### src/rtl/interrupt_controller.sv
// Timer interrupt arbiter and vector sequencer for the ATmega32A core.
// Define INTCTRL_EXT_INT0_EN to add the external INT0 source (vector 0x002).
module interrupt_controller #(
    parameter int PC_WIDTH = 16
) (
    input  logic                clk,
    input  logic                reset_n,
    input  logic [7:0]          tifr,
    input  logic [7:0]          timsk,
    input  logic                sreg_i,
    input  logic                instr_boundary,
    input  logic                reti,
    input  logic [PC_WIDTH-1:0] program_counter,
`ifdef INTCTRL_EXT_INT0_EN
    input  logic                int0_req,
`endif
    output logic                hold,
    output logic                stack_we,
    output logic [7:0]          stack_data,
    output logic                PC_overwrite,
    output logic [PC_WIDTH-1:0] PC_new,
    output logic [7:0]          tifr_clear,
    output logic                clear_i,
    output logic                set_i,
    output logic                busy
);

    typedef enum logic [1:0] {
        IDLE,
        PUSH_L,
        PUSH_H,
        VECTOR
    } state_t;

    state_t      state;
    logic        block;
    logic [2:0]  win;
    logic [2:0]  win_next;
    logic [7:0]  pc_hi;
    logic [7:0]  pending;
    logic [15:0] pc16;
    logic [7:0]  vec;
    logic        req;
    logic        accept;
`ifdef INTCTRL_EXT_INT0_EN
    logic        int0_win;
`endif

    function automatic logic [7:0] timer_vector(input logic [2:0] idx);
        return 8'h16 - {4'd0, idx, 1'b0};
    endfunction

    assign pending = tifr & timsk;
    assign pc16    = 16'(program_counter);

`ifdef INTCTRL_EXT_INT0_EN
    assign req = (|pending) | int0_req;
    assign vec = int0_win ? 8'h02 : timer_vector(win);
`else
    assign req = |pending;
    assign vec = timer_vector(win);
`endif

    // RETI in the same cycle as a boundary also suppresses acceptance
    assign accept = (state == IDLE) && instr_boundary && sreg_i &&
                    req && !block && !reti;

    always_comb begin
        win_next = 3'd0;
        for (int i = 0; i < 8; i++) begin
            if (pending[i]) win_next = 3'(i);
        end
    end

    always_ff @(posedge clk or negedge reset_n) begin
        if (!reset_n) begin
            state        <= IDLE;
            block        <= 1'b0;
            win          <= 3'd0;
            pc_hi        <= 8'd0;
`ifdef INTCTRL_EXT_INT0_EN
            int0_win     <= 1'b0;
`endif
            hold         <= 1'b0;
            stack_we     <= 1'b0;
            stack_data   <= 8'd0;
            PC_overwrite <= 1'b0;
            PC_new       <= '0;
            tifr_clear   <= 8'd0;
            clear_i      <= 1'b0;
            set_i        <= 1'b0;
            busy         <= 1'b0;
        end else begin
            hold         <= 1'b0;
            stack_we     <= 1'b0;
            stack_data   <= 8'd0;
            PC_overwrite <= 1'b0;
            PC_new       <= '0;
            tifr_clear   <= 8'd0;
            clear_i      <= 1'b0;
            set_i        <= 1'b0;
            busy         <= 1'b0;
            unique case (state)
                IDLE: begin
                    set_i <= reti;
                    if (reti) begin
                        block <= 1'b1;
                    end else if (block && instr_boundary) begin
                        block <= 1'b0;
                    end
                    if (accept) begin
                        win        <= win_next;
`ifdef INTCTRL_EXT_INT0_EN
                        int0_win   <= int0_req;
`endif
                        pc_hi      <= pc16[15:8];
                        stack_data <= pc16[7:0];
                        hold       <= 1'b1;
                        busy       <= 1'b1;
                        stack_we   <= 1'b1;
                        state      <= PUSH_L;
                    end
                end
                PUSH_L: begin
                    stack_data <= pc_hi;
                    hold       <= 1'b1;
                    busy       <= 1'b1;
                    stack_we   <= 1'b1;
                    state      <= PUSH_H;
                end
                PUSH_H: begin
                    hold         <= 1'b1;
                    busy         <= 1'b1;
                    PC_overwrite <= 1'b1;
                    clear_i      <= 1'b1;
                    PC_new       <= PC_WIDTH'(vec);
`ifdef INTCTRL_EXT_INT0_EN
                    tifr_clear   <= int0_win ? 8'd0 : (8'd1 << win);
`else
                    tifr_clear   <= 8'd1 << win;
`endif
                    state        <= VECTOR;
                end
                VECTOR: begin
                    state <= IDLE;
                end
                default: begin
                    state <= IDLE;
                end
            endcase
        end
    end

endmodule

### config.mk
export PLATFORM = sky130hd
export DESIGN_NAME = interrupt_controller
export DESIGN_NICKNAME = d
export VERILOG_FILES = /design/src/rtl/interrupt_controller.sv
export SDC_FILE = /design/constraint.sdc
export NUM_CORES = 1
export LEC_CHECK = 0
export ABC_CLOCK_PERIOD_IN_PS = 2100
export CELL_PAD_IN_SITES_DETAIL_PLACEMENT = 2
export CELL_PAD_IN_SITES_GLOBAL_PLACEMENT = 2
export CORE_MARGIN = 8
export CORE_UTILIZATION = 23
export DETAILED_ROUTE_END_ITERATION = 12
export GPL_TIMING_DRIVEN = 0
export PLACE_DENSITY = 0.77
export SLEW_MARGIN = 20
export SYNTH_ARGS = -nofsm -noshare
export SYNTH_HDL_FRONTEND = slang
export SYNTH_SLANG_ARGS = --single-unit
### constraint.sdc
create_clock -name clk -period 2.1 [get_ports clk]
set_clock_uncertainty 0.1 [all_clocks]
set_input_delay 0.21 -clock clk [delete_from_list [all_inputs] [get_ports clk]]
set_output_delay 0.21 -clock clk [all_outputs]
set_load 0.02 [all_outputs]
== Yosys cells after proc, flatten, opt, wreduce, memory -nomap -nowiden ==
Index checks and enable logic that the tools add are counted.
Word-level totals
  input port bits: 37
  word-level logic and storage cells: 52
  output and inout bits: 38
  bits in registers: 50
Cells by class
  bitwise gates (word level): 1
  shift-type cells: 1
  mux-type cells: 20
  reduce and logical (&&, ||, !) cells: 14
  add/sub/neg operators: 1
  eq/ne operators: 4
Operators with widths (count)
  8-bit 2-to-1 mux: 3
  3-bit 2-to-1 mux: 6
  8-bit case mux with 2 select lines: 1
  8-bit bitwise AND: 1
  2-bit case mux with 4 select lines: 1
  8-bit OR reduction: 1
  1-bit by 3-bit left shift with 8-bit output, first input constant: 1
  1-bit logical AND: 6
  1-bit 2-to-1 mux: 6
  5-bit by 4-bit subtractor with 6-bit output, first input constant: 1
  2-bit == test, second input constant: 2
  1-bit case mux with 2 select lines: 2
  2-bit AND reduction: 2
  2-bit by 1-bit == test with 1-bit output, second input constant: 1
  1-bit zero test: 2
  2-bit zero test: 1
  2-bit 2-to-1 mux: 1
  2-bit != test, second input constant: 1
  2-bit nonzero test: 1
  2-bit OR reduction: 1

== Longest topological paths before layout ==
  depth after elaboration: 8
  mapped depth: 8
  depth with buffers taken out: 6

== Worst setup path after synthesis ==
OpenSTA, ideal clock, no wires.
  path kind: register to register
  from: register state[0]
  to: register pc_hi[0]
  period minus slack after synthesis: 2.102 ns
  setup time: 0.125 ns
  buffers on the path: 1
  data arrival time: 1.877 ns
  data required time: 1.875 ns
  setup slack: -0.002 ns
  stages on the path, launching flop included: 8
  cells stage by stage: dfrtp_1 > inv_1 > ha_1 > nand2_1 > or4b_1 > buf_4 > nor2_8 > mux2_2
On the way
  word-level cells in the longest chain between the ends: 7
Ends and longest elaborated chain
  from (decl): RTL line 35  | state_t state;
  from (signal assigned): RTL line 77  | state <= IDLE;
  from (signal assigned): RTL line 121  | state <= PUSH_L;
  from (signal assigned): RTL line 129  | state <= PUSH_H;
  2-bit zero test (*): RTL line 65, 103
  1-bit logical AND (3 in series): RTL line 65  | assign accept = (state == IDLE) && instr_boundary && sreg_i &&
  1-bit logical AND (2 in series): RTL line 66  | req && !block && !reti;
  2-bit AND reduction (no source line) (*)
  to (signal assigned): RTL line 116  | pc_hi <= pc16[15:8];
  to (decl): RTL line 39  | logic [7:0] pc_hi;
Every way passes the cells marked *; elsewhere a longest branch is shown, timed or not.
A chain may end at the register's enable or synchronous reset.

== Worst setup path in the final report ==
  from: register state[0]
  to: register pc_hi[1]
The elaborated chain is that of the path after synthesis.

==> metrics.txt <==
H-tree depth reported by CTS 2; setup TNS 0 ps; Max clock buf depth 2; Yosys cell types 28; Cell Pwr Density 1200 mW/mm²; initial DRC count 8; antenna violations before repair 0; Seq cells post-synth 38; first-pass GRT wire length 7910 µm; worst path required time 2180 ps; Root Driver clkbuf_8; # IOs 75; GRT Residual Overflow 0; Seq/Total Area, Yosys 58.2%; Layout Nets 262; post-placement cell area 0.00243 mm²; critical path fanouts, max 5; Critical Path, Cell by Cell inv_2 -> ha_4 -> nand2_2 -> or4b_4 -> nor2_4 -> mux2_2; minimum clock period 2060 ps; overall routed net length 5030 µm; fin util 39.9%; maximum vdd drop 349 µV; Clock transition at path regs 80 ps; post-route ant nets 0; CP top delay family simple AND/OR/NAND/NOR gates; final cycle utilization of the critical path 98.3%; routed vias 1295; clock sink count 38; startpoint types flip-flop; row count 30; die area 0.0101 mm²; slowest CP cell or4b_4; Synth Area in Simple Gates 10.3%; Netlist Area Pre-Place 0.00163 mm²; post-synthesis compound-gate area fraction 11.2%; worst path bufs/invs 1; WP data arrival 2150 ps; final hold viol count 0; overall power 3270 µW; Max Fclk 0.484 GHz; post-route cell area 0.00272 mm²; core area 0.00683 mm²; drt wl/cell 15.9 µm; Initial Util 23.9%; status complete, no violations; Die W 100 µm; Synth Instances 128; Initial DRT Pass Iterations 2; Yosys warnings 0; layout cell share with drive strength beyond 1 24.0%; RSZ-0062 raised after global routing true; total CTS buffers 5; Clk Latency, worst-skew pair 290 ps; FILL cells 748; CP endpoint kind flip-flop; number of global-route vias before repair 1514; drt drc 0; routed vias/inst 4.09; largest net degree at the start of global routing 31; WHS 214 ps; critical path's largest stage delay 580 ps; DP HPWL 3730 µm; Syn Area/Cell 12.8 µm²; IO Port Bufs 62; All-Layer GR Usage 10.1%; gpl congestion 0.693; largest family of logic cells by synthesized area compound AO/OA/AOI/OAI gates; Worst Hold Class in -> async; diodes inserted 0; area grow syn2layout 66.7%; fin. max-slew vios 0; CTS tree yes; Die H 100 µm; max-cap violations 0; adder-cell share of the synthesized area 3.83%; XOR/XNOR share of the synthesized area 0%; post-synthesis mux area share 7.50%; crit path kind reg -> reg; leakage 0.00125 µW; final setup fails 0
## layout make-up
type / instances / area [µm²] / area share, %
timing repair buffer: 74 / 733 / 26.9
sequential: 38 / 951 / 34.9
clock buffer: 6 / 82.6 / 3.03
tap: 96 / 120 / 4.41
inverter: 4 / 15.0 / 0.551
clock inverter: 2 / 60.1 / 2.20
multi-input combinational: 81 / 642 / 23.6
buffer: 16 / 120 / 4.41
## cells in the final DEF, fill, tap and decap left out, drive strengths merged
master and instances:
or4b 1, o31ai 1, mux2 10, clkbuf 6, buf 28, a21o 1
conb 12, clkdlybuf4s50 61, nor3 2, a31oi 1, a22o 12, dfrtp 38
nand2b 3, mux2i 1, o21ba 1, nor2 11, ha 5, a32oi 2
nor2b 2, inv 4, bufinv 2, nor4 1, and2 1, dlygate4sd3 1
nand2 8, o21ai 5, or2 1
## power by group
| part | switching (µW) | total, µW | internal, µW |
|---|---|---|---|
| Combinational | 627 | 1360 | 737 |
| Clock | 264 | 771 | 507 |
| Sequential | 146 | 1140 | 989 |
| Total | 1040 | 3270 | 2230 |
## state kept, by name, indices dropped and copies added (netlist names)
name / cells
win: 3
clear_i: 1
set_i: 1
block: 1
PC_new: 4
stack_we: 1
state: 2
tifr_clear: 8
stack_data: 8
pc_hi: 8
busy: 1
## synth_stat cells
master     n  area, µm²
o21ai_0    4       20.0
o31ai_1    1       7.51
a31oi_1    1       6.26
nand2_1    8       30.0
conb_1     1       3.75
mux2_2     7       78.8
mux2i_1    1       10.0
and2_1     1       6.26
a21o_1     1       7.51
buf_1      1       3.75
nor3_1     2       10.0
nor2_1     9       33.8
nor4_4     1       21.3
o21ai_2    1       8.76
nand2b_1   3       18.8
a22o_1    12        105
or2_1      1       6.26
dfrtp_1   38        951
o21ba_2    1       10.0
nor2b_1    2       12.5
ha_1       5       62.6
or4b_1     1       10.0
buf_4     15        113
inv_1      4       15.0
nor2_8     1       20.0
mux2_1     3       33.8
buf_6      1       11.3
a32oi_1    2       17.5
## metal layers
layer / global-route usage [%] / up-vias / routed length (µm)
li1: - / 600 / -
met2: 19.0 / 44 / 2700
met5: 0 / - / 0
met3: 3.94 / 6 / 357
met1: 9.97 / 645 / 1920
met4: 3.14 / 0 / 59
## timing repair
item | CTS | global route
pin swaps | 3 | 2
buffers inserted | 6 | 4
gates resized for setup | 8 | 7
setup endpoints to repair | 21 | 20
hold endpoints to repair | 38 | 0
gates cloned | 1 | 0
hold buffers | 1 | 0
## metrics by stage
step	cells	setup slack (ps)
final	317	35.6
after detailed placement	298	-218
after global placement	297	-213
after floorplan	139	22.2
after global routing	317	-30.6
after CTS	314	9.23
## kinds of logic (layout without fill, tap and decap cells)
group / count (synthesis) / after routing
AOI/OAI and AO/OA: 23 / 23
adders and majority gates: 5 / 5
buffers and inverters: 21 / 102
DFF: 38 / 38
muxes: 11 / 11
other: 1 / 12
and+or+nand+nor: 29 / 30
## path summary, 6_finish.rpt
path / startpoint / to / slack [ps] / depth (start not counted)
min in group clk: block$_DFFE_PN0P_ / block$_DFFE_PN0P_ / 390 / 1
worst min-delay path: reset_n / tifr_clear[1]$_DFF_PN0_ / 210 / 2
worst max-delay path: state[0]$_DFFE_PN0P_ / pc_hi[1]$_DFFE_PN0P_ / 40 / 6
max in group asynchronous: reset_n / busy$_DFF_PN0_ / 1250 / 3
worst max register to register: state[0]$_DFFE_PN0P_ / pc_hi[1]$_DFFE_PN0P_ / 40 / 6
worst min register to register: block$_DFFE_PN0P_ / block$_DFFE_PN0P_ / 390 / 1
No activity file was read; power rests on OpenSTA's default activity.
